==> config.mk <==
export PLATFORM = sky130hd
export DESIGN_NAME = code_lock_param_flat
export DESIGN_NICKNAME = d
export VERILOG_FILES = /design/src/rtl/code_lock_param_if.sv /design/src/rtl/code_lock_param.sv /design/src/flat_wrapper.sv
export SDC_FILE = /design/constraint.sdc
export NUM_CORES = 1
export LEC_CHECK = 0
export ABC_CLOCK_PERIOD_IN_PS = 6540
export CAP_MARGIN = 40
export CORE_MARGIN = 3
export CORE_UTILIZATION = 63
export DETAILED_ROUTE_END_ITERATION = 10
export GPL_ROUTABILITY_DRIVEN = 0
export PLACE_DENSITY = 0.94
export RECOVER_POWER = 25
export SYNTH_ARGS = -nofsm -noshare
export SYNTH_HDL_FRONTEND = slang
export SYNTH_SLANG_ARGS = --single-unit
==> constraint.sdc <==
create_clock -name clk -period 6.54 [get_ports clk]
set_clock_uncertainty 0.2 [all_clocks]
set_input_delay 0.981 -clock clk [delete_from_list [all_inputs] [get_ports clk]]
set_output_delay 0.981 -clock clk [all_outputs]
set_load 0.05 [all_outputs]
==> src/rtl/code_lock_param_if.sv <==
// Keypad-side and bolt-side signals of the code lock, grouped for port connection.
// The keypad scanner/bench drives through master; the lock core attaches as slave.
interface code_lock_param_if #(
    parameter int MAX_FAILS = 3
) ();
    localparam int FW = $clog2(MAX_FAILS + 1);

    logic [3:0]    key;
    logic          pressed;
    logic          enter;
    logic          set_code;
    logic          unlocked;
    logic          lockout;
    logic [FW-1:0] fail_count;
    logic          code_set;

    modport master (
        output key, pressed, enter, set_code,
        input  unlocked, lockout, fail_count, code_set
    );

    modport slave (
        input  key, pressed, enter, set_code,
        output unlocked, lockout, fail_count, code_set
    );
endinterface

==> src/rtl/code_lock_param.sv <==
// Parametrised keypad code lock: digit capture, code compare, unlock timer, owner code change.
// Define CODE_LOCK_LOCKOUT_EN to add the failed-attempt LOCKOUT state and its timer.
//
// state      | meaning
// -----------+------------------------------------------------------------
// S_LOCKED   | door bolted, collecting digits, enter submits the entry
// S_UNLOCKED | door released while the timer runs; owner may store a code
// S_LOCKOUT  | keypad ignored until the lockout timer expires
module code_lock_param #(
    parameter int                  DIGITS         = 4,
    parameter int                  UNLOCK_CYCLES  = 9,
    parameter int                  MAX_FAILS      = 3,
    parameter int                  LOCKOUT_CYCLES = 64,
    parameter logic [DIGITS*4-1:0] RESET_CODE     = 16'h1234
) (
    input logic              clk,
    input logic              rst_n,
    code_lock_param_if.slave bus
);
    localparam int BW   = DIGITS * 4;
    localparam int CW   = $clog2(DIGITS + 1);
    localparam int FW   = $clog2(MAX_FAILS + 1);
    localparam int TMAX = (UNLOCK_CYCLES > LOCKOUT_CYCLES) ? UNLOCK_CYCLES : LOCKOUT_CYCLES;
    localparam int TW   = $clog2(TMAX + 1);

    localparam logic [CW-1:0] CNT_FULL = CW'(DIGITS);
    localparam logic [CW-1:0] CNT_ONE  = CW'(1);
    localparam logic [FW-1:0] FAIL_MAX = FW'(MAX_FAILS);
    localparam logic [FW-1:0] FAIL_ONE = FW'(1);
    localparam logic [TW-1:0] T_UNLOCK = TW'(UNLOCK_CYCLES);
    localparam logic [TW-1:0] T_ONE    = TW'(1);
`ifdef CODE_LOCK_LOCKOUT_EN
    localparam logic [TW-1:0] T_LOCKOUT = TW'(LOCKOUT_CYCLES);
`endif

    typedef enum logic [1:0] {
        S_LOCKED   = 2'd0,
        S_UNLOCKED = 2'd1,
        S_LOCKOUT  = 2'd2
    } state_t;

    state_t        r_state;
    logic [BW-1:0] r_code;
    logic [BW-1:0] r_buf;
    logic [CW-1:0] r_cnt;
    logic [TW-1:0] r_timer;
    logic [FW-1:0] r_fail;
    logic          r_unlocked;
    logic          r_code_set;

    state_t        w_state_nxt;
    logic [BW-1:0] w_code_nxt;
    logic [BW-1:0] w_buf_nxt;
    logic [CW-1:0] w_cnt_nxt;
    logic [TW-1:0] w_timer_nxt;
    logic [FW-1:0] w_fail_nxt;
    logic          w_code_set_nxt;
    logic          w_digit;
    logic          w_match;
    logic [BW-1:0] w_buf_shift;
    logic [CW-1:0] w_cnt_inc;
    logic [FW-1:0] w_fail_inc;

    // enter and set_code both swallow a digit presented in the same cycle
    assign w_digit     = bus.pressed && (bus.key < 4'd10) && !bus.enter && !bus.set_code;
    assign w_match     = (r_cnt == CNT_FULL) && (r_buf == r_code);
    assign w_buf_shift = (r_buf << 4) | BW'(bus.key);
    assign w_cnt_inc   = (r_cnt == CNT_FULL) ? r_cnt : (r_cnt + CNT_ONE);
    assign w_fail_inc  = r_fail + FAIL_ONE;

    always_comb begin
        w_state_nxt    = r_state;
        w_code_nxt     = r_code;
        w_buf_nxt      = r_buf;
        w_cnt_nxt      = r_cnt;
        w_timer_nxt    = r_timer;
        w_fail_nxt     = r_fail;
        w_code_set_nxt = 1'b0;

        case (r_state)
            S_LOCKED: begin
                if (bus.enter) begin
                    w_buf_nxt = '0;
                    w_cnt_nxt = '0;
                    if (w_match) begin
                        w_state_nxt = S_UNLOCKED;
                        w_timer_nxt = T_UNLOCK;
                        w_fail_nxt  = '0;
                    end else begin
`ifdef CODE_LOCK_LOCKOUT_EN
                        w_fail_nxt = w_fail_inc;
                        if (w_fail_inc == FAIL_MAX) begin
                            w_state_nxt = S_LOCKOUT;
                            w_timer_nxt = T_LOCKOUT;
                        end
`else
                        if (r_fail != FAIL_MAX) begin
                            w_fail_nxt = w_fail_inc;
                        end
`endif
                    end
                end else if (w_digit) begin
                    w_buf_nxt = w_buf_shift;
                    w_cnt_nxt = w_cnt_inc;
                end
            end

            S_UNLOCKED: begin
                w_timer_nxt = r_timer - T_ONE;
                if (r_timer <= T_ONE) begin
                    w_state_nxt = S_LOCKED;
                    w_timer_nxt = '0;
                end
                if (bus.enter) begin
                    w_state_nxt = S_LOCKED;
                    w_timer_nxt = '0;
                    w_buf_nxt   = '0;
                    w_cnt_nxt   = '0;
                end else if (bus.set_code) begin
                    // a partial entry leaves both the code and the entry untouched
                    if (r_cnt == CNT_FULL) begin
                        w_code_nxt     = r_buf;
                        w_code_set_nxt = 1'b1;
                        w_buf_nxt      = '0;
                        w_cnt_nxt      = '0;
                    end
                end else if (w_digit) begin
                    w_buf_nxt = w_buf_shift;
                    w_cnt_nxt = w_cnt_inc;
                end
            end

`ifdef CODE_LOCK_LOCKOUT_EN
            S_LOCKOUT: begin
                w_timer_nxt = r_timer - T_ONE;
                if (r_timer <= T_ONE) begin
                    w_state_nxt = S_LOCKED;
                    w_timer_nxt = '0;
                    w_fail_nxt  = '0;
                    w_buf_nxt   = '0;
                    w_cnt_nxt   = '0;
                end
            end
`endif

            default: begin
                w_state_nxt = S_LOCKED;
                w_timer_nxt = '0;
                w_buf_nxt   = '0;
                w_cnt_nxt   = '0;
            end
        endcase
    end

    always_ff @(posedge clk or negedge rst_n) begin
        if (!rst_n) begin
            r_state    <= S_LOCKED;
            r_code     <= RESET_CODE;
            r_buf      <= '0;
            r_cnt      <= '0;
            r_timer    <= '0;
            r_fail     <= '0;
            r_unlocked <= 1'b0;
            r_code_set <= 1'b0;
        end else begin
            r_state    <= w_state_nxt;
            r_code     <= w_code_nxt;
            r_buf      <= w_buf_nxt;
            r_cnt      <= w_cnt_nxt;
            r_timer    <= w_timer_nxt;
            r_fail     <= w_fail_nxt;
            r_unlocked <= (w_state_nxt == S_UNLOCKED);
            r_code_set <= w_code_set_nxt;
        end
    end

`ifdef CODE_LOCK_LOCKOUT_EN
    logic r_lockout;

    always_ff @(posedge clk or negedge rst_n) begin
        if (!rst_n) begin
            r_lockout <= 1'b0;
        end else begin
            r_lockout <= (w_state_nxt == S_LOCKOUT);
        end
    end

    assign bus.lockout = r_lockout;
`else
    assign bus.lockout = 1'b0;
`endif

    assign bus.unlocked   = r_unlocked;
    assign bus.fail_count = r_fail;
    assign bus.code_set   = r_code_set;
endmodule
==> src/flat_wrapper.sv <==
// flat-port wrapper written by rule: the top's interface ports become plain ports
module code_lock_param_flat 
#(
    parameter int                  DIGITS         = 4,
    parameter int                  UNLOCK_CYCLES  = 9,
    parameter int                  MAX_FAILS      = 3,
    parameter int                  LOCKOUT_CYCLES = 64,
    parameter logic [DIGITS*4-1:0] RESET_CODE     = 16'h1234
)
  (clk, rst_n, bus_key, bus_pressed, bus_enter, bus_set_code, bus_unlocked, bus_lockout, bus_fail_count, bus_code_set);
  code_lock_param_if #(.MAX_FAILS(MAX_FAILS)) bus_i ();
  input logic clk;
  input logic rst_n;
  input wire logic [$bits(bus_i.key)-1:0] bus_key;
  input wire logic [$bits(bus_i.pressed)-1:0] bus_pressed;
  input wire logic [$bits(bus_i.enter)-1:0] bus_enter;
  input wire logic [$bits(bus_i.set_code)-1:0] bus_set_code;
  output wire logic [$bits(bus_i.unlocked)-1:0] bus_unlocked;
  output wire logic [$bits(bus_i.lockout)-1:0] bus_lockout;
  output wire logic [$bits(bus_i.fail_count)-1:0] bus_fail_count;
  output wire logic [$bits(bus_i.code_set)-1:0] bus_code_set;
  assign bus_i.key = bus_key;
  assign bus_i.pressed = bus_pressed;
  assign bus_i.enter = bus_enter;
  assign bus_i.set_code = bus_set_code;
  assign bus_unlocked = bus_i.unlocked;
  assign bus_lockout = bus_i.lockout;
  assign bus_fail_count = bus_i.fail_count;
  assign bus_code_set = bus_i.code_set;
  code_lock_param #(.DIGITS(DIGITS), .UNLOCK_CYCLES(UNLOCK_CYCLES), .MAX_FAILS(MAX_FAILS), .LOCKOUT_CYCLES(LOCKOUT_CYCLES), .RESET_CODE(RESET_CODE)) u_core (.clk(clk), .rst_n(rst_n), .bus(bus_i));
endmodule
==> out/results.ini <==
[run_status]
status = complete, no violations

[placement]
buffer_ports.inserted = 12
placed_cell_area_mm2 = 0.002454
place.detailed.hpwl_um = 2905
dp.cells = 269

[logic_synthesis]
post_synth_top_flop = sky130_fd_sc_hd__dfrtp_1
synth-seq-area-share_pct = 53.02
synth_cell_types = 46
syn_inst = 214
synth_area_mm2 = 0.002277
post_synth.cell_area_avg_um2 = 10.64
synthesis.yosys.warnings = 0
ys_ff_latch = 48
number_of_synthesized_flops_with_an_enable_pin = 0
synth-async-reset-ratio_pct = 100.0

[flow_run]
cap_viol_max_count = 0

[sta]
drv_slew = 0
layout_worst_path_cycle_share_pct = 43.18
post_layout_minimum_cycle_time_ps = 2824
finalHoldViolations = 0
timing_worst_slew_pin_value_ps = 1368
grt_setup_unrepaired = false
setup_viol = 0
fin_worst_hold_slack_ps = 310.4
achievable-frequency_mhz = 354.1
timing.max_slew.rel_slack_pct = 8.795
setup_tns_ps = 0

[cts]
clock-root-buffer = sky130_fd_sc_hd__clkbuf_4
cts.reportedPaths.clkPinSlew_ps = 130
cts_tree = done
cts.htree.levels = 2
cts.repair.resized = 0
cts_hold_repair.buffers = 0
cts_buffer_depth = 2
clock_sink_count = 48
postCtsSetupBuffers = 0
clkLatencyLatePin_ps = 360
cts-buffers-inserted = 5

[floorplan]
dieArea_mm2 = 0.004372
die_x_um = 66.12
num_io_pins = 14
initial_util_pct = 66.67
core_footprint_mm2 = 0.003416
fp.dieH_um = 66.12
floorplan.rows = 21

[worst_setup_path]
critical_path.endpoint_type = asynchronous set/reset pin
worstSetupStartpointType = input pin
critPathRequiredTime_ps = 6610
critPathMaxFanout = 26
path_cells = clkbuf_1 -> clkbuf_1
critPathBufInv = 2
crit_slowest_cell = sky130_fd_sc_hd__clkbuf_1
critPathTopFamily = buffers and inverters
critical_path_class = in2async
critical-path-max-stage-delay_ps = 1070
cp_common_cell = sky130_fd_sc_hd__clkbuf_1
crit_arrival_ps = 2890

[power_and_ir_drop]
peakVddDrop_uv = 122.8
leakage_uw = 0.001162
power-per-cell-area_mw_per_mm2 = 213.4

[route]
route.detailed.drc = 0
route.detailed.vias_per_inst = 5.747
first_pass_iters = 4
route.vias.total = 1592
routed_wirelength_um = 4181
postRouteAntennaNets = 0
post_drt_wl_per_cell_um = 15.09
drt_iter0_drc = 114

[final_layout]
final_cell_count_no_fill = 277
final_layout_size_suffix_gt1_share_pct = 15.15
post-route-cell-area_mm2 = 0.002495
layout.nets = 244
area_delta_synth_final_pct = 9.560
number_of_fillers_in_the_final_layout = 251
count_of_inserted_antenna_diode_cells = 0

[global_route]
grt_overflow_total = 0
number_of_antenna_violations_at_the_first_check_in_global_routing = 0
global_route.usage.total_pct = 21.33
largest_net_degree_at_the_start_of_global_routing = 27
first_global_vias = 1515
grt_first_pass_wirelength_um = 6982

[worst_hold_path]
hold_class = reg2reg

## cells in the final DEF (no fill, tap or decap), types with 3 or more instances in the layout
cell,instances
sky130_fd_sc_hd__dfrtp_1,43
sky130_fd_sc_hd__nand2_1,42
sky130_fd_sc_hd__a21oi_1,18
sky130_fd_sc_hd__mux2_2,12
sky130_fd_sc_hd__nor2_1,11
sky130_fd_sc_hd__clkdlybuf4s50_1,11
sky130_fd_sc_hd__xor2_1,8
sky130_fd_sc_hd__inv_1,6
sky130_fd_sc_hd__xnor2_1,6
sky130_fd_sc_hd__nor3_1,5
sky130_fd_sc_hd__a31oi_1,5
sky130_fd_sc_hd__ha_1,5
sky130_fd_sc_hd__clkbuf_4,5
sky130_fd_sc_hd__dfstp_2,5
sky130_fd_sc_hd__o21ai_0,4
sky130_fd_sc_hd__clkbuf_1,4
sky130_fd_sc_hd__nand4_1,3
## final timing paths
kind,end,slack [ps],cells past startpoint,start
worst max-delay path,u_core.r_buf[2]$_DFFE_PN0P_,3720,2,rst_n
worst min-delay path,u_core.r_code[4]$_DFFE_PN1P_,310,2,u_core.r_code[4]$_DFFE_PN1P_
worst max register to register,u_core.r_timer[4]$_DFFE_PN0P_,4260,5,u_core.r_code[2]$_DFFE_PN1P_
worst min register to register,u_core.r_code[4]$_DFFE_PN1P_,310,2,u_core.r_code[4]$_DFFE_PN1P_
max in group clk,bus_fail_count[1],3750,1,u_core.bus.fail_count[1]$_DFFE_PN0P_
min in group asynchronous,u_core.r_code[14]$_DFFE_PN0P_,610,1,rst_n
## state kept, by name, indices dropped and copies added (netlist names)
register and flops:
u_core.bus.unlocked 1, u_core.bus.code_set 1, u_core.r_buf 16, u_core.r_code 16
u_core.r_cnt 3, u_core.bus.fail_count 2, u_core.r_state 2, u_core.r_timer 7
## metal layers
layer	wire length [um]	global-route usage [%]	part of all wire, %	up-vias
li1	-	-	-	775
met1	1978	27.89	47	793
met2	2042	34.08	49	17
met3	103	5.782	2.5	7
met4	57	7.614	1.4	0
met5	0	0	0	-
## per-stage QoR
step           util, %  total power (uW)  setup WS (ps)
2_1_floorplan        -             365.4           4059
3_3_place_gp     71.25             392.7           3491
3_5_place_dp     71.83             396.1           3428
4_1_cts          73.55             537.3           3741
5_1_grt          73.04             557.4           3243
6_report         73.04             532.5           3716
## final cells by class
cell class                      count  area (um2)  area share, %
Clock buffer                        8       58.81          2.357
Inverter                            8       30.03          1.204
Multi-Input combinational cell    153        1016          40.72
Sequential cell                    48        1207          48.40
Tap cell                           46       57.56          2.307
Timing Repair Buffer               14       125.1          5.015
## where the power goes
part / switching, uW / internal (uW)
sequential: 7.76 / 304
clock: 90.4 / 53.2
combinational: 47.9 / 29.3
total: 146 / 386
## cells in the mapped netlist (2+ instances only)
cell type	number	area, um2
sky130_fd_sc_hd__a21oi_1	18	90.09
sky130_fd_sc_hd__a22oi_1	2	15.01
sky130_fd_sc_hd__a31oi_1	5	31.28
sky130_fd_sc_hd__and3_1	2	12.51
sky130_fd_sc_hd__clkbuf_1	4	15.01
sky130_fd_sc_hd__dfrtp_1	43	1076
sky130_fd_sc_hd__dfstp_2	5	131.4
sky130_fd_sc_hd__ha_1	5	62.56
sky130_fd_sc_hd__inv_1	6	22.52
sky130_fd_sc_hd__inv_2	2	7.510
sky130_fd_sc_hd__mux2_1	2	22.52
sky130_fd_sc_hd__mux2_2	12	135.1
sky130_fd_sc_hd__nand2_1	42	157.7
sky130_fd_sc_hd__nand4_1	3	18.77
sky130_fd_sc_hd__nor2_1	11	41.29
sky130_fd_sc_hd__nor3_1	5	25.02
sky130_fd_sc_hd__o21a_1	2	15.01
sky130_fd_sc_hd__o21ai_0	4	20.02
sky130_fd_sc_hd__or4_4	2	22.52
sky130_fd_sc_hd__xnor2_1	6	52.55
sky130_fd_sc_hd__xor2_1	8	70.07
## cell families after synthesis
group,count (synthesis),synth area share [%]
mux,14,6.923
buf+inv,14,2.527
flops,48,53.02
xor+xnor,15,6.099
simple gates,74,15.28
compound gates,43,13.24
fa+ha+maj,5,2.747
other cells,1,0.1647
(Power assumes the default switching activity.)
